==> src/rtl/fetch_stage_pkg.sv <==
// Shared constants for the ECE352 pipeline front end: widths, the opcode field
// position and the STOP encoding. Decode imports the same package.
package fetch_stage_pkg;

    localparam int unsigned PC_WIDTH_DEF    = 8;
    localparam int unsigned INSTR_WIDTH_DEF = 8;
    localparam int unsigned CNT_WIDTH_DEF   = 16;

    localparam int unsigned OPCODE_MSB = 3;
    localparam int unsigned OPCODE_LSB = 0;

    localparam logic [OPCODE_MSB:OPCODE_LSB] OPCODE_STOP = 4'b0001;

    typedef enum logic [1:0] {
        PC_SEL_REDIRECT,
        PC_SEL_HOLD,
        PC_SEL_INCR
    } pc_sel_e;

    function automatic logic is_stop(input logic [OPCODE_MSB:OPCODE_LSB] opcode);
        return opcode == OPCODE_STOP;
    endfunction

endpackage

==> src/rtl/fetch_stage_ifid_reg.sv <==
// Pipeline register carrying {valid, instr, pc}; flush beats stall, and a flush
// only clears valid so the payload stays stable for debug visibility.
module ifid_reg #(
    parameter int unsigned INSTR_WIDTH = 8,
    parameter int unsigned PC_WIDTH    = 8
) (
    input  logic                   clock,
    input  logic                   reset,
    input  logic                   flush_i,
    input  logic                   stall_i,
    input  logic                   valid_i,
    input  logic [INSTR_WIDTH-1:0] instr_i,
    input  logic [PC_WIDTH-1:0]    pc_i,
    output logic                   valid_o,
    output logic [INSTR_WIDTH-1:0] instr_o,
    output logic [PC_WIDTH-1:0]    pc_o
);

    logic                   valid_q, valid_d;
    logic [INSTR_WIDTH-1:0] instr_q, instr_d;
    logic [PC_WIDTH-1:0]    pc_q,    pc_d;

    always_comb begin
        valid_d = valid_q;
        instr_d = instr_q;
        pc_d    = pc_q;
        if (flush_i) begin
            valid_d = 1'b0;
        end else if (!stall_i) begin
            valid_d = valid_i;
            instr_d = instr_i;
            pc_d    = pc_i;
        end
    end

    always_ff @(posedge clock or negedge reset) begin
        if (!reset) begin
            valid_q <= 1'b0;
            instr_q <= '0;
            pc_q    <= '0;
        end else begin
            valid_q <= valid_d;
            instr_q <= instr_d;
            pc_q    <= pc_d;
        end
    end

    assign valid_o = valid_q;
    assign instr_o = instr_q;
    assign pc_o    = pc_q;

endmodule

==> src/rtl/fetch_stage.sv <==
// Instruction-fetch stage: drives the synchronous instruction-memory address,
// handles stall, branch redirect and STOP, and fills the IF/ID register.
module fetch_stage
    import fetch_stage_pkg::*;
#(
    parameter int unsigned          PC_WIDTH    = PC_WIDTH_DEF,
    parameter int unsigned          INSTR_WIDTH = INSTR_WIDTH_DEF,
    parameter logic [PC_WIDTH-1:0]  RESET_PC    = '0,
    parameter int unsigned          CNT_WIDTH   = CNT_WIDTH_DEF
) (
    input  logic                   clock,
    input  logic                   reset,
    input  logic                   stall_i,
    input  logic                   redirect_i,
    input  logic [PC_WIDTH-1:0]    redirect_pc_i,
    output logic [PC_WIDTH-1:0]    imem_addr_o,
    input  logic [INSTR_WIDTH-1:0] imem_rdata_i,
    output logic                   ifid_valid_o,
    output logic [INSTR_WIDTH-1:0] ifid_instr_o,
    output logic [PC_WIDTH-1:0]    ifid_pc_o,
    output logic                   halted_o,
    output logic [CNT_WIDTH-1:0]   fetch_count_o
);

    // pc_q is the address whose data is on imem_rdata_i this cycle
    logic [PC_WIDTH-1:0]  pc_q, pc_d;
    logic                 rd_valid_q;
    logic                 halted_q, halted_d;
    logic [CNT_WIDTH-1:0] count_q, count_d;
    pc_sel_e              pc_sel;
    logic                 capture;
    logic                 write_valid;
    logic                 deliver;

    always_comb begin
        pc_sel = PC_SEL_INCR;
        if (redirect_i) begin
            pc_sel = PC_SEL_REDIRECT;
        end else if (stall_i || halted_q || !rd_valid_q) begin
            pc_sel = PC_SEL_HOLD;
        end

        case (pc_sel)
            PC_SEL_REDIRECT: pc_d = redirect_pc_i;
            PC_SEL_HOLD:     pc_d = pc_q;
            default:         pc_d = pc_q + PC_WIDTH'(1);
        endcase

        capture     = !redirect_i && !stall_i;
        write_valid = rd_valid_q && !halted_q;
        deliver     = capture && write_valid;

        halted_d = halted_q;
        if (redirect_i) begin
            halted_d = 1'b0;
        end else if (deliver && is_stop(imem_rdata_i[OPCODE_MSB:OPCODE_LSB])) begin
            halted_d = 1'b1;
        end

        count_d = count_q;
        if (deliver && (count_q != '1)) begin
            count_d = count_q + CNT_WIDTH'(1);
        end
    end

    always_ff @(posedge clock or negedge reset) begin
        if (!reset) begin
            pc_q       <= RESET_PC;
            rd_valid_q <= 1'b0;
            halted_q   <= 1'b0;
            count_q    <= '0;
        end else begin
            pc_q       <= pc_d;
            rd_valid_q <= 1'b1;
            halted_q   <= halted_d;
            count_q    <= count_d;
        end
    end

    ifid_reg #(
        .INSTR_WIDTH (INSTR_WIDTH),
        .PC_WIDTH    (PC_WIDTH)
    ) u_ifid (
        .clock   (clock),
        .reset   (reset),
        .flush_i (redirect_i),
        .stall_i (stall_i),
        .valid_i (write_valid),
        .instr_i (imem_rdata_i),
        .pc_i    (pc_q),
        .valid_o (ifid_valid_o),
        .instr_o (ifid_instr_o),
        .pc_o    (ifid_pc_o)
    );

    assign imem_addr_o   = pc_d;
    assign halted_o      = halted_q;
    assign fetch_count_o = count_q;

endmodule

==> config.mk <==
export PLATFORM = sky130hd
export DESIGN_NAME = fetch_stage
export DESIGN_NICKNAME = d
export VERILOG_FILES = /design/src/rtl/fetch_stage_pkg.sv /design/src/rtl/fetch_stage_ifid_reg.sv /design/src/rtl/fetch_stage.sv
export SDC_FILE = /design/constraint.sdc
export NUM_CORES = 1
export LEC_CHECK = 0
export CAP_MARGIN = 20
export CORE_ASPECT_RATIO = 1.2
export CORE_UTILIZATION = 25
export DETAILED_ROUTE_END_ITERATION = 10
export PLACE_DENSITY = 0.58
export REMOVE_ABC_BUFFERS = 1
export SLEW_MARGIN = 20
export SYNTH_ARGS = -nofsm -noshare
export SYNTH_HDL_FRONTEND = slang
export SYNTH_SLANG_ARGS = --single-unit
==> constraint.sdc <==
create_clock -name clock -period 3.1 [get_ports clock]
set_input_delay 0.31 -clock clock [delete_from_list [all_inputs] [get_ports clock]]
set_output_delay 0.31 -clock clock [all_outputs]
set_load 0.02 [all_outputs]
---- Word-level counts from Yosys, hierarchy flattened ----
Index checks and enable logic that the tools add are counted.
storage, ports and cells
  flip-flop bits (word level) ............. 43
  bits of input ports ..................... 20
  output and inout bits ................... 42
  word-level logic and storage cells ...... 36
cells by class
  $add $sub $neg .......................... 2
  equality and inequality tests ........... 4
  multiplexer cells ....................... 7
  bitwise operators ....................... 2
  reductions and logical operators ........ 14
operator list
  operator                                              number
  adder 16 x 1 -> 16 bit (second input constant)        1
  != test 16 bit (second input constant)                1
  case mux 8 bit (2 select lines)                       1
  adder 8 x 1 -> 8 bit (second input constant)          1
  logical AND 1 bit                                     5
  equality test 4 x 1 -> 1 bit (second input constant)  1
  zero test 1 bit                                       4
  two-way mux 1 bit                                     4
  two-way mux 2 bit                                     2
  equality test 2 x 1 -> 1 bit (second input constant)  1
  zero test 2 bit                                       1
  logical OR 1 bit                                      2
  != test 2 x 1 -> 1 bit (second input constant)        1
  NOT 1 bit                                             2
  AND reduction 2 bit                                   1
  nonzero test 2 bit                                    1

---- Depth between registers and ports, before layout ----
Gate-level depths: netlist of run 1.
  word-level depth ........................ 6
  mapped depth ............................ 5
  depth with buffers taken out ............ 5

---- By module ----
Synthesis of run 1 repeated with hierarchy kept, for this count alone.
unflattened totals
  cell total of the unflattened synthesis .. 159
  area, all modules ....................... 2009.4 sq um
by module, submodules not included
  module       times used  cells an instance  area each (sq um)  sequential area each (sq um)
  fetch_stage  1           122                1321.3             650.6
  ifid_reg     1           37                 688.2              425.4

---- Least setup slack after synthesis of run 1 ----
No wires, ideal clock.
  path kind ............................... flip-flop to output port
  start ................................... reg halted_q (netlist: halted_o)
  end ..................................... out imem_addr_o[5]
  data arrival time ....................... 1.706 ns
  data required time ...................... 2.790 ns
  path slack .............................. 1.084 ns
  stages on the path, launching flop included .. 5
  buffers on the path ..................... 0
  cells stage by stage .................... dfrtp_1 -> nor3b_2 -> nand4_1 -> xor2_1 -> o21ai_0
between the ends
  word-level cells in the longest chain between the ends .. 6
  elaborated cells between the ends (all ways) .. 7
  classes of those cells .................. eq/ne (1); mux (3); reduce/logical (3)
RTL lines
  item                                                                    RTL line           source
  start: declaration                                                      fetch_stage.sv:28  logic halted_q, halted_d;
  start signal: assignment                                                fetch_stage.sv:75  halted_q <= halted_d;
  logical OR 1 bit (*) (2 in series)                                      fetch_stage.sv:39  end else if (stall_i || halted_q || !rd_valid_q) begin
  two-way mux 2 bit (*)                                                   fetch_stage.sv:39
  two-way mux 2 bit (*)                                                   fetch_stage.sv:37  if (redirect_i) begin
  equality test 2 x 1 -> 1 bit / zero test 2 bit (equally long branches)  fetch_stage.sv:43  case (pc_sel)
  case mux 8 bit (2 select lines) (*)                                     fetch_stage.sv:43
  end: declaration                                                        fetch_stage.sv:16  output logic [PC_WIDTH-1:0] imem_addr_o,
Every way passes the cells marked *; elsewhere a longest branch is shown, timed or not.

---- Final worst setup path of run 1 ----
  start ................................... in stall_i
  end ..................................... out imem_addr_o[5]
between the ends
  word-level cells in the longest chain between the ends .. 6
  elaborated cells between the ends (all ways) .. 7
  classes of those cells .................. eq/ne (1); mux (3); reduce/logical (3)
RTL lines
  item                                                                    RTL line           source
  start: declaration                                                      fetch_stage.sv:13  input logic stall_i,
  logical OR 1 bit (*) (2 in series)                                      fetch_stage.sv:39
  two-way mux 2 bit (*)                                                   fetch_stage.sv:39
  two-way mux 2 bit (*)                                                   fetch_stage.sv:37
  equality test 2 x 1 -> 1 bit / zero test 2 bit (equally long branches)  fetch_stage.sv:43
  case mux 8 bit (2 select lines) (*)                                     fetch_stage.sv:43
Marked as above.

==> run metrics, run 1 <==
status=completed; global route total overflow=0; commonest non-fill, non-tap cell in the layout=clkdlybuf4s50_1; worst r2r path cells=4; cts repair resizes=0; fmax=roughly 0.36 GHz; Top Ports=62; Post-Synthesis Cells=165; 1st-iter DRT viols=40; final period utilization=0.896; clk buf depth=2; Post-CTS Setup Inserts=0; static leakage=0.00111 µW; Yosys top cell by area=dfrtp_1; Worst EP required=2.79 ns; Die ar.=8010 µm²; wire length per cell=approximately 13 µm; maximum vdd drop=396 µV; Vias/cell=4.51; critical path startpoint category=input port; leading cell types in the layout, fill and taps excluded=clkdlybuf4s50_1 (60), dfrtp_1 (43), nand2_1 (16), mux2_2 (16); Worst-Skew Late Latency=0.29 ns; Num CTS Buffers=5; die width=81.9 µm; final WL=roughly 4300 µm; Worst R2R Setup Slack=1.13 ns; antenna violations before repair=0; Final Skew=0.00860 ns; CP endpoint kind=output port; Setup TNS=0 ns; Synth Area per Inst=11.6 µm²; row cnt=34; library cells used by synthesis=32; first-pass GRT wire length=7290 µm; Rel. slew slack=0.620; Root Buffer=clkbuf_8; gp weighted congestion=0.809; RSZ-0062 raised after global routing=false; Layout area overhead=44.5%; #FFs+latches synth=43; vias=between 1k and 1.5k; sequential share of the synthesized area=0.562; htree depth=2; Crit Path Category=input port to output port; CTS tree=yes; largest net degree at the start of global routing=44; FF-to-FF Start=halted_o; placed standard-cell area=2630 µm²; Pwr per Cell Area=589 nW/µm²; layout cell share with drive strength beyond 1=0.125; Die H=around 100 µm; starting density of the core=0.262; Hold Path Class=input port to asynchronous set/reset pin; Core Region=around 7300 µm²; clk slew on worst S/H paths=approximately 0.08 ns; fin area=between 2000 and 3000 µm²; synth top area cells=dfrtp_1 (56%), mux2_2 (9.4%), xnor2_1 (4.6%), xor2_1 (4.1%), nand2_1 (3.1%); nets@finish=253; vias in the first global route=~1.5k; post-synthesis cell area=1910 µm²; Hold Fails Final Rpt=0; max-cap violations=0; final setup fails=0; synth warn=0; hold buffers post-CTS=0; DP HPWL=3160 µm; fin. max-slew vios=0; post-synth top area share=0.562; clock sinks=43; 1st-pass router iterations=4; antenna diode count=0; # DRC=0; WP data arrival=2.47 ns; PortBufs=61; Routed Antenna Nets=0; worst slew pin tran=between 0.5 and 0.6 ns; Min Clock Period, post-route=2.78 ns; Critical Path Source=stall_i; crit path max fanout=7; final core area utilization=0.378; Tot GR Track Use=0.118; Critical R2R Capture=fetch_count_o[10]
-- cells by family after synthesis --
| logic type | count (synthesis) | share of synthesized area |
|---|---|---|
| and+or+nand+nor | 62 | 0.176 |
| xor gates and xnor gates | 19 | 0.0869 |
| DFF | 43 | 0.562 |
| buffers and inverters | 4 | 0.00849 |
| AOI/OAI and AO/OA | 15 | 0.0412 |
| adders and majority gates | 2 | 0.0131 |
| muxes | 19 | 0.110 |
| other | 1 | 0.00196 |
-- worst max-delay path: stages --
cell	delay [ns]
clkdlybuf4s50_1	0.49
nor3b_2	0.47
nand4_1	0.18
xor2_1	0.17
o21ai_0	0.20
clkdlybuf4s50_1	0.64
-- flip-flops by register name, indices dropped and copies added, names as in the netlist --
signal / cells
u_ifid.valid_o: 1
fetch_count_o: 16
u_ifid.instr_o: 8
rd_valid_q: 1
halted_o: 1
u_ifid.pc_o: 8
pc_q: 8
-- area by class of cell --
| type | count | area, µm² |
|---|---|---|
| tap | 90 | 113 |
| clock buffer | 6 | 72.6 |
| timing repair buffer | 63 | 623 |
| clock inverter | 2 | 60.1 |
| fill | 751 | 4550 |
| sequential | 43 | 1080 |
| multi-input combinational | 118 | 822 |
-- Yosys cell counts --
cell type  count
nor3b_1        1
o21ai_1        3
clkbuf_1       3
nor3_1         8
mux2_1         1
or4_1          1
nand2_1       16
a21boi_1       1
xnor2_1       10
or2_4          1
nor4_1         2
nand3_1        6
buf_2          1
nor4b_1        1
xor2_1         9
ha_1           2
nor2_1        10
mux2_2        16
nand4bb_1      1
conb_1         1
and3_1         2
dfrtp_1       43
o21ai_0        5
nor3b_2        1
a31oi_1        1
or3_1          1
nand4_1        8
or4b_1         1
nor4b_2        1
mux2i_1        2
a21oi_1        5
and2_1         1
-- where the power goes --
group	switching (µW)	internal (µW)
clock	185	322
sequential	75.1	638
combinational	193	217
total	453	1180
-- worst max-delay path by stage --
stage	endpoint	slack (ns)
final	imem_addr_o[5]	0.32
after global routing	imem_addr_o[5]	0.12
after CTS	imem_addr_o[5]	0.26
after detailed placement	imem_addr_o[5]	0.27
after global placement	imem_addr_o[5]	0.33
after floorplan	imem_addr_o[5]	1.08
-- routing by layer --
layer | vias to the layer above | share of wire | track usage
met5 | - | 0 | 0
met4 | 0 | 0.0028 | 0.0283
met3 | 2 | 0.055 | 0.0346
met2 | 46 | 0.49 | 0.185
met1 | 689 | 0.46 | 0.157
li1 | 714 | - | -
-- metrics by stage --
stage / total power, µW / std cells / worst slack (ns) / hold WS (ns)
3_5_place_dp: 1140 / 314 / 0.268 / 0.492
2_1_floorplan: 909 / 161 / 1.08 / 0.0144
3_3_place_gp: 1130 / 314 / 0.331 / 0.489
4_1_cts: 1670 / 322 / 0.263 / 0.209
6_report: 1630 / 322 / 0.322 / 0.00928
5_1_grt: 1730 / 322 / 0.122 / 0.0338
No activity file was read; power rests on OpenSTA's default activity.
==> run 2, diff against run 1 <==
--- a/config.mk
+++ b/config.mk
@@ -7,6 +7,7 @@
 export LEC_CHECK = 0
 export CAP_MARGIN = 20
 export CORE_ASPECT_RATIO = 1.2
+export CORE_MARGIN = 1
 export CORE_UTILIZATION = 25
 export DETAILED_ROUTE_END_ITERATION = 10
 export PLACE_DENSITY = 0.58
==> constraint.sdc (replaced) <==
create_clock -name clock -period 2.88 [get_ports clock]
set_input_delay 0.288 -clock clock [delete_from_list [all_inputs] [get_ports clock]]
set_output_delay 0.288 -clock clock [all_outputs]
set_load 0.02 [all_outputs]
==> run metrics, run 2 (synthesis gave the netlist of run 1 again) <==
status=complete, but fails checks; failing checks=hold timing; Vias/cell=4.50; clk slew on worst S/H paths=0.08 ns; Min Clock Period, post-route=2.62 ns; largest net degree at the start of global routing=44; cts repair resizes=0; Hold Path Class=input port to asynchronous set/reset pin; Worst-Skew Late Latency=0.29 ns; RSZ-0062 raised after global routing=false; FF+latch area=around 1100 µm²; hold buffers post-CTS=0; Rel. slew slack=0.625; layout cell share with drive strength beyond 1=0.140; DP HPWL=between 3000 and 4000 µm; number of flip-flops under the largest register name=16; wire length per cell=between 10 and 15 µm; starting density of the core=0.262; fin. max-slew vios=0; max-cap violations=0; most used cell, CP=clkdlybuf4s50_1; final core area utilization=0.379; Die ar.=approximately 8000 µm²; final setup fails=0; Num CTS Buffers=5; Setup TNS=0 ns; Core Region=7320 µm²; Buf/Inv on CP=3; die width=81.9 µm; crit-path max cell delay=0.64 ns; global route total overflow=0; maximum vdd drop=357 µV; commonest non-fill, non-tap cell in the layout=clkdlybuf4s50_1; placed standard-cell area=2650 µm²; Die H=slightly below 100 µm; first-pass GRT wire length=7130 µm; Worst R2R Setup Slack=0.93 ns; leading cell types in the layout, fill and taps excluded=clkdlybuf4s50_1 (60), dfrtp_1 (43), nand2_1 (16), mux2_2 (16); final period utilization=0.911; PortBufs=61; critical path startpoint category=input port; htree depth=2; CP top delay family=buffers and inverters; row cnt=34; Crit Path Category=input port to output port; static leakage=0.00112 µW; worst r2r path cells=4; fmax=0.381 GHz; Post-CTS Setup Inserts=0; Critical R2R Capture=fetch_count_o[15]; vias=1,463; fin area=between 2000 and 3000 µm²; clk buf depth=2; final WL=4190 µm; Routed Antenna Nets=0; Fill cells=around 750; Tot GR Track Use=0.115; CP endpoint kind=output port; Root Buffer=clkbuf_8; slowest cell on the critical path=clkdlybuf4s50_1; # DRC=0; Hold Slack=-0.0129 ns; CTS tree=yes; crit path max fanout=5; area of the multi-input gates=822 µm²; Top Ports=between 60 and 70; FF-to-FF Start=halted_o; antenna violations before repair=0; clock sinks=43; vias in the first global route=1,478; Hold Fails Final Rpt=36; 1st-pass router iterations=4; antenna diode count=0; Worst EP required=2.59 ns; worst slew pin tran=0.558 ns; CP cell instances=clkdlybuf4s50_1 -> nor3b_2 -> buf_4 -> nand2_1 -> xor2_1 -> o21ai_0 -> clkdlybuf4s50_1; Pwr per Cell Area=611 nW/µm²; gp weighted congestion=0.794; 1st-iter DRT viols=42; nets@finish=256; Layout area overhead=44.9%; Final Skew=~0.0045 ns; WP data arrival=2.34 ns
## run 2: metrics by stage
step                cells  power [µW]  worst slack (ns)
finish                325        1700             0.255
global route          325        1800            0.0576
CTS                   325        1730             0.238
detailed placement    317        1230             0.273
global placement      317        1220             0.274
floorplan             161         978             0.886
## run 2: how the worst max path moves through the flow
stage	start	to	slack, ns	depth (start not counted)
3_3_place_gp	stall_i	imem_addr_o[2]	0.27	7
2_1_floorplan	halted_o	imem_addr_o[5]	0.89	4
5_1_grt	stall_i	imem_addr_o[2]	0.06	7
6_report	stall_i	imem_addr_o[2]	0.26	7
3_5_place_dp	stall_i	imem_addr_o[5]	0.27	6
4_1_cts	stall_i	imem_addr_o[2]	0.24	7
## run 2: report_power, final
part / leakage (µW) / switching [µW] / internal [µW] / total (µW)
registers: 0.000544 / 79.7 / 686 / 766
logic: 0.000514 / 210 / 237 / 447
clock network: 0.0000612 / 202 / 281 / 482
total: 0.00112 / 491 / 1200 / 1700
## run 2: cell type report
cell class              count  area share
repair buffers             66       0.233
clock inverters             2      0.0126
clock buffers               6      0.0298
flip-flops and latches     43       0.388
well taps                  90      0.0406
multi-input cells         118       0.296
## run 2: layer usage
metal  part of all wire  GRT usage  wire (µm)  up-vias
met1               0.46      0.157       1940      690
met4             0.0041     0.0364         17        0
met5                  0          0          0        -
li1                   -          -          -      725
met3              0.057     0.0308        237        2
met2               0.48      0.174       2000       46
